`config.mk`:
```
export PLATFORM = sky130hd
export DESIGN_NAME = clb_cfg_ctrl
export DESIGN_NICKNAME = d
export VERILOG_FILES = /design/src/rtl/clb_cfg_pkg.sv /design/src/rtl/crc8_serial.sv /design/src/rtl/clb_cfg_ctrl.sv
export SDC_FILE = /design/constraint.sdc
export NUM_CORES = 1
export LEC_CHECK = 0
export CAP_MARGIN = 0
export CORE_ASPECT_RATIO = 1.5
export CORE_MARGIN = 5
export CORE_UTILIZATION = 32
export DETAILED_ROUTE_END_ITERATION = 10
export PLACE_DENSITY = 0.48
export SYNTH_ARGS = -nofsm -noshare
export SYNTH_HDL_FRONTEND = slang
export SYNTH_SLANG_ARGS = --single-unit
```
`constraint.sdc`:
```
create_clock -name prog_clk -period 3.05 [get_ports prog_clk]
set_input_delay 0.7625 -clock prog_clk [delete_from_list [all_inputs] [get_ports prog_clk]]
set_output_delay 0.7625 -clock prog_clk [all_outputs]
set_load 0.03 [all_outputs]
```
`src/rtl/clb_cfg_pkg.sv`:
```
// Shared types and constants for the CLB configuration chain controller.
// Holds the controller state encoding and the CRC-8 definition used on load and readback.
package clb_cfg_pkg;

    typedef enum logic [1:0] {
        StIdle,
        StLoad,
        StVerify,
        StCheck
    } cfg_state_e;

    localparam logic [7:0] Crc8Poly = 8'h07;
    localparam logic [7:0] Crc8Init = 8'h00;

    localparam int unsigned FrameBitsDefault = 17;

    // One bit-serial CRC-8 step, MSB-first register.
    function automatic logic [7:0] crc8_step(input logic [7:0] crc, input logic din);
        logic fb;
        fb = crc[7] ^ din;
        return {crc[6:0], 1'b0} ^ (fb ? Crc8Poly : 8'h00);
    endfunction

endpackage

```
`src/rtl/crc8_serial.sv`:
```
// Bit-serial CRC-8 accumulator with synchronous clear.
// clear has priority over en; reset and clear both return to the init value.
module crc8_serial
    import clb_cfg_pkg::*;
(
    input  logic       prog_clk,
    input  logic       rst,
    input  logic       clear,
    input  logic       en,
    input  logic       bit_in,
    output logic [7:0] crc
);

    logic [7:0] crc_q, crc_d;

    always_comb begin
        crc_d = crc_q;
        if (clear) begin
            crc_d = Crc8Init;
        end else if (en) begin
            crc_d = crc8_step(crc_q, bit_in);
        end
    end

    always_ff @(posedge prog_clk) begin
        if (!rst) begin
            crc_q <= Crc8Init;
        end else begin
            crc_q <= crc_d;
        end
    end

    assign crc = crc_q;

endmodule

```
`src/rtl/clb_cfg_ctrl.sv`:
```
// Loads a byte-wide bitstream serially into a daisy-chain of CLBs, then rotates the chain
// once through itself and compares the readback CRC-8 against the CRC of what was loaded.
module clb_cfg_ctrl
    import clb_cfg_pkg::*;
#(
    parameter int unsigned NUM_CLB    = 4,
    parameter int unsigned FRAME_BITS = FrameBitsDefault
) (
    input  logic       prog_clk,
    input  logic       rst,
    input  logic       start,
    input  logic [7:0] cfg_data,
    input  logic       cfg_valid,
    output logic       cfg_ready,
    input  logic       chain_out,
    output logic       prog_in,
    output logic       prog_en,
    output logic       busy,
    output logic       done,
    output logic       pass
);

    localparam int unsigned CHAIN_LEN = NUM_CLB * FRAME_BITS;
    localparam int unsigned NBYTES    = (CHAIN_LEN + 7) / 8;
    localparam int unsigned LastBits  = ((CHAIN_LEN % 8) == 0) ? 8 : (CHAIN_LEN % 8);
    localparam int unsigned BitW      = $clog2(CHAIN_LEN + 1);
    localparam int unsigned ByteW     = $clog2(NBYTES + 1);

    localparam logic [BitW-1:0]  LastBitIdx   = BitW'(CHAIN_LEN - 1);
    localparam logic [ByteW-1:0] NumBytes     = ByteW'(NBYTES);
    localparam logic [ByteW-1:0] LastByteIdx  = ByteW'(NBYTES - 1);
    localparam logic [3:0]       LastByteBits = 4'(LastBits);

    cfg_state_e       state_q, state_d;
    logic [7:0]       buf_q, buf_d;
    logic [3:0]       buf_cnt_q, buf_cnt_d;
    logic [ByteW-1:0] byte_cnt_q, byte_cnt_d;
    logic [BitW-1:0]  bit_cnt_q, bit_cnt_d;
    logic             prog_en_q, prog_en_d;
    logic             prog_in_q, prog_in_d;
    logic             pass_q, pass_d;

    logic             crc_clear;
    logic             load_shift;
    logic             read_shift;
    logic             crc_match;
    logic [7:0]       crc_load;
    logic [7:0]       crc_read;

    assign load_shift = prog_en_q && (state_q == StLoad);
    assign read_shift = prog_en_q && (state_q == StVerify);
    assign crc_match  = (crc_read == crc_load);

    crc8_serial u_crc_load (
        .prog_clk (prog_clk),
        .rst      (rst),
        .clear    (crc_clear),
        .en       (load_shift),
        .bit_in   (prog_in_q),
        .crc      (crc_load)
    );

    crc8_serial u_crc_read (
        .prog_clk (prog_clk),
        .rst      (rst),
        .clear    (crc_clear),
        .en       (read_shift),
        .bit_in   (chain_out),
        .crc      (crc_read)
    );

    always_comb begin
        state_d    = state_q;
        buf_d      = buf_q;
        buf_cnt_d  = buf_cnt_q;
        byte_cnt_d = byte_cnt_q;
        bit_cnt_d  = bit_cnt_q;
        pass_d     = pass_q;
        prog_en_d  = 1'b0;
        prog_in_d  = 1'b0;
        crc_clear  = 1'b0;
        cfg_ready  = 1'b0;

        unique case (state_q)
            StIdle: begin
                if (start) begin
                    state_d    = StLoad;
                    crc_clear  = 1'b1;
                    pass_d     = 1'b0;
                    buf_cnt_d  = 4'd0;
                    byte_cnt_d = '0;
                    bit_cnt_d  = '0;
                end
            end

            StLoad: begin
                cfg_ready = (buf_cnt_q == 4'd0) && (byte_cnt_q < NumBytes);
                if (buf_cnt_q != 4'd0) begin
                    prog_en_d = 1'b1;
                    prog_in_d = buf_q[0];
                    buf_d     = {1'b0, buf_q[7:1]};
                    buf_cnt_d = buf_cnt_q - 4'd1;
                end else if (cfg_ready && cfg_valid) begin
                    buf_d      = cfg_data;
                    // Final byte carries only the bits that still fit in the chain.
                    buf_cnt_d  = (byte_cnt_q == LastByteIdx) ? LastByteBits : 4'd8;
                    byte_cnt_d = byte_cnt_q + 1'b1;
                end
                if (prog_en_q) begin
                    if (bit_cnt_q == LastBitIdx) begin
                        // Buffer is already drained here, so the load bit path idles.
                        state_d   = StVerify;
                        bit_cnt_d = '0;
                        prog_en_d = 1'b1;
                    end else begin
                        bit_cnt_d = bit_cnt_q + 1'b1;
                    end
                end
            end

            StVerify: begin
                if (bit_cnt_q == LastBitIdx) begin
                    state_d   = StCheck;
                    bit_cnt_d = '0;
                end else begin
                    bit_cnt_d = bit_cnt_q + 1'b1;
                    prog_en_d = 1'b1;
                end
            end

            StCheck: begin
                pass_d  = crc_match;
                state_d = StIdle;
            end

            default: begin
                state_d = StIdle;
            end
        endcase
    end

    always_comb begin
        busy    = (state_q != StIdle);
        done    = (state_q == StCheck);
        pass    = done ? crc_match : pass_q;
        prog_en = prog_en_q;
        // During readback the chain feeds itself so its contents come back unchanged.
        prog_in = (state_q == StVerify) ? chain_out : prog_in_q;
    end

    always_ff @(posedge prog_clk) begin
        if (!rst) begin
            state_q    <= StIdle;
            buf_q      <= '0;
            buf_cnt_q  <= '0;
            byte_cnt_q <= '0;
            bit_cnt_q  <= '0;
            prog_en_q  <= 1'b0;
            prog_in_q  <= 1'b0;
            pass_q     <= 1'b0;
        end else begin
            state_q    <= state_d;
            buf_q      <= buf_d;
            buf_cnt_q  <= buf_cnt_d;
            byte_cnt_q <= byte_cnt_d;
            bit_cnt_q  <= bit_cnt_d;
            prog_en_q  <= prog_en_d;
            prog_in_q  <= prog_in_d;
            pass_q     <= pass_d;
        end
    end

endmodule
```
==> results_dict.tcl, run 1 <==
set metrics [dict create \
    status "completed" \
    cts_made_buffers 5 \
    synth_top_area_cell "dfxtp_1" \
    remaining_drc_errors 0 \
    final_cell_mix "44 x dfxtp_1, 41 x nand2_1, 27 x nor2_1" \
    overflow 0 \
    yosys_warnings 0 \
    die-area_sq_mm 0.00878 \
    routed_via_density 4.92 \
    cts_resized 0 \
    wl_per_cell_um 13.3 \
    avgSynthCellArea_sq_um 8.55 \
    antenna_found_initial 0 \
    ys_async_sr_fraction_pct 0 \
    endpoint_kind "primary output" \
    antenna_cells 0 \
    clkLatencyLatePin_ns 0.30 \
    grt_usage_pct 12.0 \
    place_hpwl_um 3650 \
    antenna_left 0 \
    period_minus_slack_ns 2.88 \
    syn_to_final_growth_pct 20.0 \
    grt_max_degree 17 \
    syn_area_sq_mm 0.00223 \
    cts_hold_buffers 0 \
    ir_worst_vdd_mv 0.261 \
    fin_nets 308 \
    period_share_pct 94.3 \
    core_sq_mm 0.00685 \
    power_mw 2.18 \
    crit_required_ns 2.29 \
    clock_skew_ns 0.00968 \
    layout-drive-gt1-share_pct 9.79 \
    hold_path.class "reg2reg" \
    powerDensity_mw_per_mm2 813 \
    cts.sinks 44 \
    first_pass_iters 4 \
    ctsHtreeMaxLevel 2 \
    rows 37 \
    port_buffers 18 \
    path_max_fanout 3 \
    synth_edf_count 0 \
    synth_ff_type "dfxtp_1" \
    tritoncts "done" \
    clk_pin_slew_ns 0.09 \
    die_h_um 112 \
    syn-instance-count 261 \
    worstMarginPinSlew_ns 0.632 \
    synthDistinctLibCells 44 \
    hold-worst-slack_ns 0.444 \
    worstSetupPathType "reg2out" \
    slew_headroom_pct 57.8 \
    gp_congestion 0.755 \
    final_common_cell "dfxtp_1" \
    initialDrtViolationCount 76 \
    postCtsSetupBuffers 0 \
    grt_setup_unrepaired "false" \
    start_util_pct 32.6 \
    drt-total-wl_um 4860 \
    grt_pass1_vias 1808 \
    setup_ws_ns 0.174 \
    fin_setup_tns_ns 0 \
    worstPathArrival_ns 2.11 \
    ys_seq_area_share_pct 39.5 \
    cts_root_buf "clkbuf_8" \
    synth_area_leaders "dfxtp_1 39%, nand2_1 6.9%, ha_1 5.6%" \
    vias 1792 \
    finalMaxSlewViolations 0 \
    grt_pass1_wl_um 8520 \
    hold_viol_final 0 \
    die-width_um 78.2 \
    fmax_mhz 348 \
    syn_nets 284 \
    synth.top_cell.area_share_pct 39.5 \
    post-place-ws_ns 0.209 \
    clockBufferDepth 2 \
    drv_cap 0 \
    ys_ff_latch 44 \
    setup_violations 0 \
    p_leak_nw 1.02 \
    ios 19 \
    cp-start-kind "flop" \
]
[final cells by class]
class	count	area (sq um)
Inverter	13	48.8
Clock buffer	5	68.8
Fill cell	721	4170
Multi-Input combinational cell	196	1260
Tap cell	78	97.6
Clock inverter	3	90.1
Timing Repair Buffer	25	233
Sequential cell	44	881
[stage by stage]
| stage | instance area (sq um) | utilization, % | instances |
|---|---|---|---|
| after global placement | 2520 | 36.8 | 356 |
| final | 2680 | 39.1 | 364 |
| after global routing | 2680 | 39.1 | 364 |
| after floorplan | 2230 | - | 261 |
| after detailed placement | 2520 | 36.8 | 356 |
| after CTS | 2680 | 39.1 | 364 |
[sequential cells by signal (all words and copies together) (netlist names)]
name            cells
bit_cnt_q           7
buf_cnt_q           4
buf_q               8
byte_cnt_q          4
pass_q              1
prog_en             1
prog_in_q           1
state_q             2
u_crc_load.crc      8
u_crc_read.crc      8
[cell usage after synthesis, types with 3 or more instances]
cell type	n
inv_1	13
mux2i_1	9
nor2b_1	3
ha_1	10
dfxtp_1	44
nand4_1	4
nand2_1	41
and2_1	4
clkbuf_1	5
nor2_1	27
xor2_1	11
a211oi_1	10
xnor2_1	10
a21oi_1	22
o21ai_0	4
nand3_1	6
nor4_1	4
[power by group]
group	leakage, nW	switching [mW]	internal, mW
combinational	0.587	0.492	0.361
sequential	0.356	0.0601	0.646
clock	0.0784	0.209	0.410
[worst paths after layout]
path	end	slack (ns)	cells past startpoint	from
setup / recovery	pass	0.17	5	u_crc_read.crc[7]
hold / removal	prog_in_q	0.44	2	buf_q[0]
setup reg to reg	buf_q[7]	1.02	7	buf_cnt_q[0]
hold reg to reg	prog_in_q	0.44	2	buf_q[0]
[kinds of logic (layout without fill, tap and decap cells)]
| family | count (synthesis) | after routing | synth area share (%) |
|---|---|---|---|
| and+or+nand+nor | 101 | 101 | 21.7 |
| AOI/OAI and AO/OA | 54 | 54 | 16.3 |
| DFF | 44 | 44 | 39.5 |
| xor gates and xnor gates | 21 | 21 | 8.24 |
| buffers and inverters | 21 | 46 | 4.09 |
| adders and majority gates | 10 | 10 | 5.61 |
| muxes | 10 | 10 | 4.54 |
[worst max-delay path, stage by stage, from the launching register on]
cell and delay (ns):
dfxtp_1 0.35, xor2_1 0.17, nor4_1 0.35, nand4_1 0.16, o21ai_0 0.10, clkdlybuf4s50_1 0.69
[layer usage]
layer | track usage [%] | vias to the layer above | part of all wire [%]
li1 | - | 940 | -
met3 | 2.33 | 6 | 3.0
met1 | 13.5 | 825 | 45
met5 | 0 | - | 0
met2 | 21.8 | 21 | 50
met4 | 4.67 | 0 | 1.3
Note: power is estimated with default switching activity, not from simulation.
==> inputs of run 2 (changes only) <==
Settings changed: CORE_UTILIZATION 32 to 53, PLACE_DENSITY 0.48 to 0.73.
==> results_dict.tcl, run 2 (synthesis gave the netlist of run 1 again) <==
set metrics [dict create \
    period_share_pct 93.5 \
    setup_violations 0 \
    grt_pass1_wl_um 7500 \
    syn_to_final_growth_pct 13.9 \
    antenna_cells 0 \
    port_buffers 18 \
    clkLatencyLatePin_ns 0.30 \
    fin_setup_tns_ns 0 \
    status "completed" \
    die-area_sq_mm 0.00563 \
    cpMaxStageDelayCell "clkdlybuf4s50_1" \
    hold_viol_final 0 \
    antenna_found_initial 0 \
    start_util_pct 53.5 \
    rows 29 \
    layout-drive-gt1-share_pct 8.51 \
    grt-busiest-layer "met2" \
    cp_cell_sequence "clkdlybuf4s50_1 > mux2_2 > clkdlybuf4s50_1" \
    drv_cap 0 \
    hold_path.class "reg2reg" \
    overflow 0 \
    place_hpwl_um 3310 \
    p_leak_nw 0.974 \
    cts_hold_buffers 0 \
    multi_input_area_sq_mm 0.00126 \
    cts.sinks 44 \
    grt_util_met3_pct 3.77 \
    vias 1748 \
    crit_path_frequent_cell "clkdlybuf4s50_1" \
    grt_setup_unrepaired "false" \
    wl_per_cell_um 13.4 \
    final_common_cell "dfxtp_1" \
    reg2reg_slack_ns 1.03 \
    worstSetupPathType "in2out" \
    fmax_mhz 351 \
    finalMaxSlewViolations 0 \
    first_pass_iters 4 \
    power_mw 1.91 \
    met2_usage_pct 31.6 \
    clock_skew_ns 0.00632 \
    worstPathArrival_ns 2.09 \
    path_max_fanout 2 \
    clk_pin_slew_ns 0.09 \
    crit_required_ns 2.29 \
    cts_root_buf "clkbuf_8" \
    grt_max_degree 17 \
    finalInstanceArea_sq_mm 0.00254 \
    cts_resized 0 \
    tritoncts "done" \
    critPathTopFamily "buffers and inverters" \
    clockBufferDepth 2 \
    fillers 377 \
    placed_area_sq_mm 0.00245 \
    critPathMaxStageDelay_ns 0.66 \
    cp-start-kind "input port" \
    grt_usage_pct 16.7 \
    core_sq_mm 0.00417 \
    fin_nets 304 \
    remaining_drc_errors 0 \
    drt-total-wl_um 4380 \
    regArea_sq_um 881 \
    crit_buf_inv 2 \
    powerDensity_mw_per_mm2 753 \
    die_h_um 89.5 \
    final_cell_mix "44 x dfxtp_1, 41 x nand2_1, 27 x nor2_1" \
    die-width_um 63.0 \
    grt_pass1_vias 1674 \
    endpoint_kind "primary output" \
    period_minus_slack_ns 2.85 \
    gp_congestion 0.736 \
    antenna_left 0 \
    ir_worst_vdd_mv 0.562 \
    ios 19 \
    routed_via_density 5.33 \
    slew_headroom_pct 57.2 \
    ctsHtreeMaxLevel 2 \
    initialDrtViolationCount 51 \
    postCtsSetupBuffers 0 \
    met1_usage_pct 17.8 \
    worstMarginPinSlew_ns 0.642 \
    post-place-ws_ns 0.198 \
    cts_made_buffers 5 \
    setup_ws_ns 0.199 \
]
==> run 2: changes by cell type in the layout (fill, tap and decap cells not counted), sizes merged <==
| cell | previous run | this run |
|---|---|---|
| clkinv | 0 | 2 |
| clkbuf | 5 | 6 |
| buf | 7 | 3 |
| bufinv | 3 | 0 |
==> run 2: worst register-to-register path, cell delays in order (launching register included) <==
cell and delay (ns):
dfxtp_1 0.38, inv_1 0.09, ha_1 0.21, nor3b_4 0.16
buf_4 0.21, a21oi_2 0.55, o22ai_1 0.15, and2_1 0.17
==> run 2: power by group <==
part           total (mW)  switching [mW]  internal, mW
sequential          0.705          0.0592         0.645
combinational       0.828           0.476         0.352
clock               0.381           0.200         0.181
total                1.91           0.735          1.18
==> run 2: cell type report <==
cell class	instances	share of cell area (%)
clock buffer	6	3.25
clock inverter	2	0.394
inverter	13	1.92
multi-input combinational	196	49.5
sequential	44	34.7
tap	46	2.26
timing repair buffer	21	7.98
==> run 2: metal layers <==
metal / wire length (um) / part of all wire, % / vias up
met3: 148 / 3.4 / 7
met1: 1880 / 43 / 792
met2: 2280 / 52 / 21
met5: 0 / 0 / -
li1: - / - / 928
met4: 71 / 1.6 / 0
==> run 2: final timing paths <==
| path | from | endpoint | depth (start not counted) |
|---|---|---|---|
| setup / recovery | chain_out | prog_in | 3 |
| setup reg to reg | buf_cnt_q[0] | buf_q[7] | 7 |
| hold reg to reg | buf_q[0] | prog_in_q | 2 |
| hold / removal | buf_q[0] | prog_in_q | 2 |
==> run 2: stage by stage <==
| stage | hold WS [ns] | util, % | cells |
|---|---|---|---|
| 2_1_floorplan | 0.410 | - | 261 |
| 3_3_place_gp | 0.431 | 58.7 | 320 |
| 3_5_place_dp | 0.437 | 58.7 | 320 |
| 4_1_cts | 0.448 | 60.9 | 328 |
| 5_1_grt | 0.482 | 60.9 | 328 |
| 6_report | 0.452 | 60.9 | 328 |
